--- src/rtl/packet_fifo_pkg.sv ---
// Shared types and constants for the packet FIFO writer.
package packet_fifo_pkg;

    typedef enum logic [1:0] {
        ST_IDLE    = 2'd0,
        ST_FORWARD = 2'd1,
        ST_DISCARD = 2'd2
    } state_t;

    localparam int DEFAULT_COUNTER_WIDTH = 32;

endpackage

--- src/rtl/sat_counter.sv ---
// Saturating up-counter: sticks at all-ones instead of wrapping.
module sat_counter #(
    parameter int width = 32
) (
    input  logic             clk,
    input  logic             resetn,
    input  logic             inc,
    output logic [width-1:0] count
);

    logic [width-1:0] count_q;
    logic [width-1:0] count_d;

    always_comb begin
        count_d = count_q;
        if (inc && (count_q != {width{1'b1}})) begin
            count_d = count_q + 1'b1;
        end
    end

    always_ff @(posedge clk) begin
        if (!resetn) begin
            count_q <= '0;
        end else begin
            count_q <= count_d;
        end
    end

    assign count = count_q;

endmodule

--- src/rtl/packet_fifo_writer.sv ---
// AXI-stream to packet FIFO writer: never back-pressures, drops packets that
// start while the FIFO is almost full and truncates packets that hit it mid-way.
module packet_fifo_writer
    import packet_fifo_pkg::*;
#(
    parameter int data_width     = 256,
    parameter int metadata_width = 32,
    parameter int counter_width  = DEFAULT_COUNTER_WIDTH
) (
    input  logic                      clk,
    input  logic                      resetn,
    input  logic [data_width-1:0]     s_axis_tdata,
    input  logic [metadata_width-1:0] s_axis_tuser,
    input  logic                      s_axis_tlast,
    input  logic                      s_axis_tvalid,
    output logic                      s_axis_tready,
    output logic [data_width-1:0]     wr_data,
    output logic [metadata_width-1:0] wr_metadata,
    output logic                      wr_last,
    output logic                      wr_dirty,
    output logic                      wr,
    input  logic                      wr_full,
    input  logic                      wr_almost_full,
    output logic [counter_width-1:0]  drop_count,
    output logic [counter_width-1:0]  trunc_count,
    output logic                      overflow_error
);

    state_t                    state_q, state_d;
    logic [metadata_width-1:0] hold_q, hold_d;
    logic [data_width-1:0]     wr_data_q, wr_data_d;
    logic [metadata_width-1:0] wr_meta_q, wr_meta_d;
    logic                      wr_last_q, wr_last_d;
    logic                      wr_dirty_q, wr_dirty_d;
    logic                      wr_q, wr_d;
    logic                      ovf_q, ovf_d;
    logic                      drop_inc;
    logic                      trunc_inc;
    logic                      beat;

    assign s_axis_tready = resetn;
    assign beat          = s_axis_tvalid & resetn;

    always_comb begin
        state_d    = state_q;
        hold_d     = hold_q;
        wr_d       = 1'b0;
        wr_data_d  = wr_data_q;
        wr_meta_d  = wr_meta_q;
        wr_last_d  = wr_last_q;
        wr_dirty_d = wr_dirty_q;
        drop_inc   = 1'b0;
        trunc_inc  = 1'b0;
        ovf_d      = ovf_q | (wr_q & wr_full);
        if (beat) begin
            case (state_q)
                ST_IDLE: begin
                    if (!wr_almost_full) begin
                        wr_d       = 1'b1;
                        wr_data_d  = s_axis_tdata;
                        wr_meta_d  = s_axis_tuser;
                        hold_d     = s_axis_tuser;
                        wr_last_d  = s_axis_tlast;
                        wr_dirty_d = 1'b0;
                        state_d    = s_axis_tlast ? ST_IDLE : ST_FORWARD;
                    end else begin
                        drop_inc = 1'b1;
                        state_d  = s_axis_tlast ? ST_IDLE : ST_DISCARD;
                    end
                end
                ST_FORWARD: begin
                    wr_d      = 1'b1;
                    wr_data_d = s_axis_tdata;
                    wr_meta_d = hold_q;
                    // A real last beat always wins over truncation.
                    if (s_axis_tlast) begin
                        wr_last_d  = 1'b1;
                        wr_dirty_d = 1'b0;
                        state_d    = ST_IDLE;
                    end else if (wr_almost_full) begin
                        wr_last_d  = 1'b1;
                        wr_dirty_d = 1'b1;
                        trunc_inc  = 1'b1;
                        state_d    = ST_DISCARD;
                    end else begin
                        wr_last_d  = 1'b0;
                        wr_dirty_d = 1'b0;
                    end
                end
                ST_DISCARD: begin
                    if (s_axis_tlast) begin
                        state_d = ST_IDLE;
                    end
                end
                default: state_d = ST_IDLE;
            endcase
        end
    end

    always_ff @(posedge clk) begin
        if (!resetn) begin
            state_q    <= ST_IDLE;
            hold_q     <= '0;
            wr_q       <= 1'b0;
            wr_data_q  <= '0;
            wr_meta_q  <= '0;
            wr_last_q  <= 1'b0;
            wr_dirty_q <= 1'b0;
            ovf_q      <= 1'b0;
        end else begin
            state_q    <= state_d;
            hold_q     <= hold_d;
            wr_q       <= wr_d;
            wr_data_q  <= wr_data_d;
            wr_meta_q  <= wr_meta_d;
            wr_last_q  <= wr_last_d;
            wr_dirty_q <= wr_dirty_d;
            ovf_q      <= ovf_d;
        end
    end

    sat_counter #(.width(counter_width)) u_drop_counter (
        .clk    (clk),
        .resetn (resetn),
        .inc    (drop_inc),
        .count  (drop_count)
    );

    sat_counter #(.width(counter_width)) u_trunc_counter (
        .clk    (clk),
        .resetn (resetn),
        .inc    (trunc_inc),
        .count  (trunc_count)
    );

    assign wr             = wr_q;
    assign wr_data        = wr_data_q;
    assign wr_metadata    = wr_meta_q;
    assign wr_last        = wr_last_q;
    assign wr_dirty       = wr_dirty_q;
    assign overflow_error = ovf_q;

endmodule

--- config.mk ---
export PLATFORM = sky130hd
export DESIGN_NAME = packet_fifo_writer
export DESIGN_NICKNAME = d
export VERILOG_FILES = /design/src/rtl/packet_fifo_pkg.sv /design/src/rtl/sat_counter.sv /design/src/rtl/packet_fifo_writer.sv
export SDC_FILE = /design/constraint.sdc
export NUM_CORES = 1
export LEC_CHECK = 0
export CAP_MARGIN = 20
export CORE_AREA = 3 3 249 251
export CTS_BUF_LIST = sky130_fd_sc_hd__clkbuf_8
export DETAILED_ROUTE_END_ITERATION = 8
export DIE_AREA = 0 0 252 254
export HOLD_SLACK_MARGIN = 0.06
export PLACE_DENSITY = 0.58
export SYNTH_ARGS = -nofsm -noshare
export SYNTH_HDL_FRONTEND = slang
export SYNTH_SLANG_ARGS = --single-unit
--- constraint.sdc ---
create_clock -name clk -period 2.3 [get_ports clk]
set_input_delay 0.46 -clock clk [delete_from_list [all_inputs] [get_ports clk]]
set_output_delay 0.46 -clock clk [all_outputs]
set_load 0.01 [all_outputs]
==> metrics.log <==
[metrics] startpoint type of the worst setup path: flop
[metrics] pre-CTS setup slack: -423 ps
[metrics] proportion of synthesized area in mux cells: 1.03%
[metrics] root buffer selected by CTS: sky130_fd_sc_hd__clkbuf_8
[metrics] area taken by flip-flops and latches: 7820 sq um
[metrics] Tmin final: 2240 ps
[metrics] sequential cell area fraction in the yosys report: 53.6%
[metrics] post-synthesis area per instance: 7.90 sq um
[metrics] fmax: 446 MHz
[metrics] H-tree level count: 3
[metrics] Combinational Power Share: 11.7%
[metrics] maximum resistive drop on vdd: 0.000354 V
[metrics] number of core rows: 90
[metrics] post-route non-filler standard cell count: 3400
[metrics] overall die width: 252 microns
[metrics] critical path type: reg -> reg
[metrics] final-layout setup total negative slack: 0 ps
[metrics] Overall Power: 15.8 mW
[metrics] area of the mapped netlist: 14600 sq um
[metrics] clock tree from TritonCTS: built
[metrics] top post-synthesis cells by area: sky130_fd_sc_hd__dfxtp_1, sky130_fd_sc_hd__nand2_1, sky130_fd_sc_hd__a21oi_1
[metrics] Post-Route Hold Slack: 373 ps
[metrics] Switching Share: 25.0%
[metrics] number of antenna violations at the first check in global routing: 12
[metrics] pin slew with the least headroom to its limit: 572 ps
[metrics] total power density per cell area: 651 nW/um^2
[metrics] Die Footprint: 64000 sq um
[metrics] clock insertion delay at the later pin of the skew report: 630 ps
[metrics] Hold Path Class: in -> reg
[metrics] Syn. warnings: 0
[metrics] DP Area: 22800 sq um
[metrics] Pins Over Slew Limit: 0
[metrics] top cell type by total area after synthesis: sky130_fd_sc_hd__dfxtp_1
[metrics] wire length of the first global-routing pass: 92.7 mm
[metrics] clock-pin slew of the registers on the worst-case setup and hold paths: 60 ps
[metrics] Final ANT Viol Nets: 0
[metrics] number of different library cells in the post-synthesis netlist: 52
[metrics] Post-synth EDFFs: 0
[metrics] share of the clock period used by the worst path: 97.4%
[metrics] fraction of power consumed by the clock network: 43.5%
[metrics] Primary FF master, synth: sky130_fd_sc_hd__dfxtp_1
[metrics] largest fanout on the critical path: 8
[metrics] number of optimization iterations in the first detailed-route pass: 5
[metrics] routed via count: 15700
[metrics] net switching power figure: 3.96 mW
[metrics] syn nets: 2139
[metrics] fraction of the mapped netlist area in adder cells: 0.172%
[metrics] share of layout cells above drive strength 1: 9.92%
[metrics] final setup margin: 60.1 ps
[metrics] static leakage: 8.64 nW
[metrics] clock sinks: 390
[metrics] required time at the worst-slack endpoint: 2860 ps
[metrics] RSZ-0062 raised after global routing: yes
[metrics] dominant combinational cell family by area after synthesis: simple AND/OR/NAND/NOR gates
[metrics] routability-driven placement congestion ratio: 0.863
[metrics] FFs w/ async S/R, synth: 0%
[metrics] cell area after layout: 24400 sq um
[metrics] normalized max-slew margin: 60.9%
[metrics] maximum clock path buffer count: 3
[metrics] total wire length after detailed routing: 64.0 mm
[metrics] register bit total from synthesis: 390
[metrics] Post-Place Cells: 3266
[metrics] endpoint class of the critical path: flop
[metrics] Iter 0 DRT Violations: 781
[metrics] Fill cells: 6065
[metrics] layout overhead on the synthesized area: 67.3%
[metrics] internal cell power: 11.9 mW
[metrics] placeable core area: 60100 sq um
[metrics] share of the synthesized area in the top cell type: 53.6%
[metrics] net count of the finished layout: 2860
[metrics] vias in the first global route: 15100
[metrics] total of max-cap violations: 0
[metrics] Num CTS Buffers: 75
[metrics] complex-gate fraction of the synthesized area: 15.4%
[metrics] run status: completed
[metrics] endpoints failing hold: 0
[metrics] largest net degree at the start of global routing: 65
[metrics] setup violation total in the final timing report: 0
[metrics] overall overflow remaining after global route: 0
[metrics] post-DR wirelength/cell: 18.8 microns
[metrics] share of synthesized cell area in and, or, nand and nor gates: 25.0%
[metrics] Mapped Cells: 1843
[metrics] Detailed Place HPWL: 48.4 mm
[metrics] die height: 254 microns
[metrics] area taken by multi-input logic gates: 6270 sq um
[metrics] Util after Layout: 40.5%
[metrics] number of remaining DRC errors: 0
[metrics] worst clock skew: 19.7 ps
[metrics] xor and xnor fraction of the mapped netlist area: 0.963%
[metrics] total routing resource utilization after global routing: 18.9%
[metrics] IO buf count: 650
[metrics] part of the power in registers: 44.8%
[metrics] I/O pin count: 651
[metrics] initial core utilization: 24.2%
[metrics] detailed-route vias per instance: 4.61
[metrics] data arrival time of the critical path: 2800 ps
==> sequential cells by signal, indices dropped and copies added (netlist names) <==
register / cells
hold_q: 32
overflow_error: 1
state_q: 2
u_drop_counter.count: 32
u_trunc_counter.count: 32
wr: 1
wr_data: 256
wr_dirty: 1
wr_last: 1
wr_metadata: 32
==> synth_stat cells, types with 4 or more instances <==
library cell,n
sky130_fd_sc_hd__nand4_1,22
sky130_fd_sc_hd__o31ai_1,11
sky130_fd_sc_hd__mux2i_1,15
sky130_fd_sc_hd__dfxtp_1,390
sky130_fd_sc_hd__o21ai_0,23
sky130_fd_sc_hd__and4_1,5
sky130_fd_sc_hd__or3_1,21
sky130_fd_sc_hd__or4_1,12
sky130_fd_sc_hd__nor2_1,63
sky130_fd_sc_hd__nor3_1,4
sky130_fd_sc_hd__nor4_1,7
sky130_fd_sc_hd__a311oi_1,32
sky130_fd_sc_hd__nand2_1,682
sky130_fd_sc_hd__xnor2_1,15
sky130_fd_sc_hd__inv_1,10
sky130_fd_sc_hd__buf_1,6
sky130_fd_sc_hd__clkbuf_1,118
sky130_fd_sc_hd__a21oi_1,323
sky130_fd_sc_hd__a2111oi_0,4
sky130_fd_sc_hd__nand3_1,21
sky130_fd_sc_hd__nand2b_1,14
==> cell usage in the layout (no fill, tap or decap), drive strengths merged, types with 5 or more instances in the layout <==
cell type and n:
or3 22, nand3 21, xnor2 15, nand4 23, and4 6, nor4 9, o31ai 11, buf 122
nand2 682, clkinv 6, dfxtp 390, dlymetal6s2s 5, mux2i 15, o21ai 23, clkbuf 94, a21oi 323
clkdlybuf4s50 641, a311oi 32, nand2b 14, inv 30, nor2 63, or4 13, diode 6
==> per-layer routing <==
layer / global-route usage [%] / wire, microns
met2: 32.5 / 31200
met5: 0 / 88
met4: 8.01 / 2590
met3: 7.54 / 5810
met1: 20.6 / 24200
==> critical path, stage by stage, from the launching register on <==
cell                       delay, ps
sky130_fd_sc_hd__dfxtp_2         370
sky130_fd_sc_hd__nand3_1          90
sky130_fd_sc_hd__or4_4           570
sky130_fd_sc_hd__a2111o_1        530
sky130_fd_sc_hd__or4_4           450
sky130_fd_sc_hd__a21oi_1         160
==> path summary, 6_finish.rpt <==
path | startpoint | endpoint | depth (start not counted) | slack, ps
worst max-delay path | u_drop_counter.count[1] | u_drop_counter.count[29] | 5 | 60
worst min-delay path | s_axis_tdata[31] | wr_data[31] | 3 | 370
worst max register to register | u_drop_counter.count[1] | u_drop_counter.count[29] | 5 | 60
worst min register to register | wr_data[58] | wr_data[58] | 2 | 450
==> kinds of logic (layout without fill, tap and decap cells) <==
group | Yosys count | in the layout
AOI/OAI and AO/OA | 407 | 408
xor gates and xnor gates | 16 | 16
adders and majority gates | 2 | 2
buffers and inverters | 140 | 908
DFF | 390 | 390
muxes | 15 | 15
other | 0 | 6
and+or+nand+nor | 873 | 873
==> power groups by stage <==
stage          Sequential, mW  Combinational [mW]  Clock (mW)
2_1_floorplan            7.32               0.508           0
3_3_place_gp             7.23                1.85           0
3_5_place_dp             7.24                1.87           0
4_1_cts                  7.10                1.88        7.17
5_1_grt                  7.12                1.99        7.43
6_report                 7.10                1.86        6.89
==> final cells by class <==
cell class	count	share of cell area [%]
antenna	6	0.0617
clock buffer	94	5.31
clock inverter	31	0.827
inverter	11	0.231
multi-input combinational	1314	25.7
sequential	390	32.1
tap	782	4.02
timing repair buffer	772	31.7
==> timing repair <==
item | CTS | global route
cloned | 1 | 0
buffers inserted | 0 | 2
gates resized for setup | 8 | 18
hold buffers | 0 | 0
pin swaps | 1 | 3
hold endpoints to repair | 0 | 0
endpoints found under the setup margin | 15 | 16
Power figures use the tool's default switching activity.
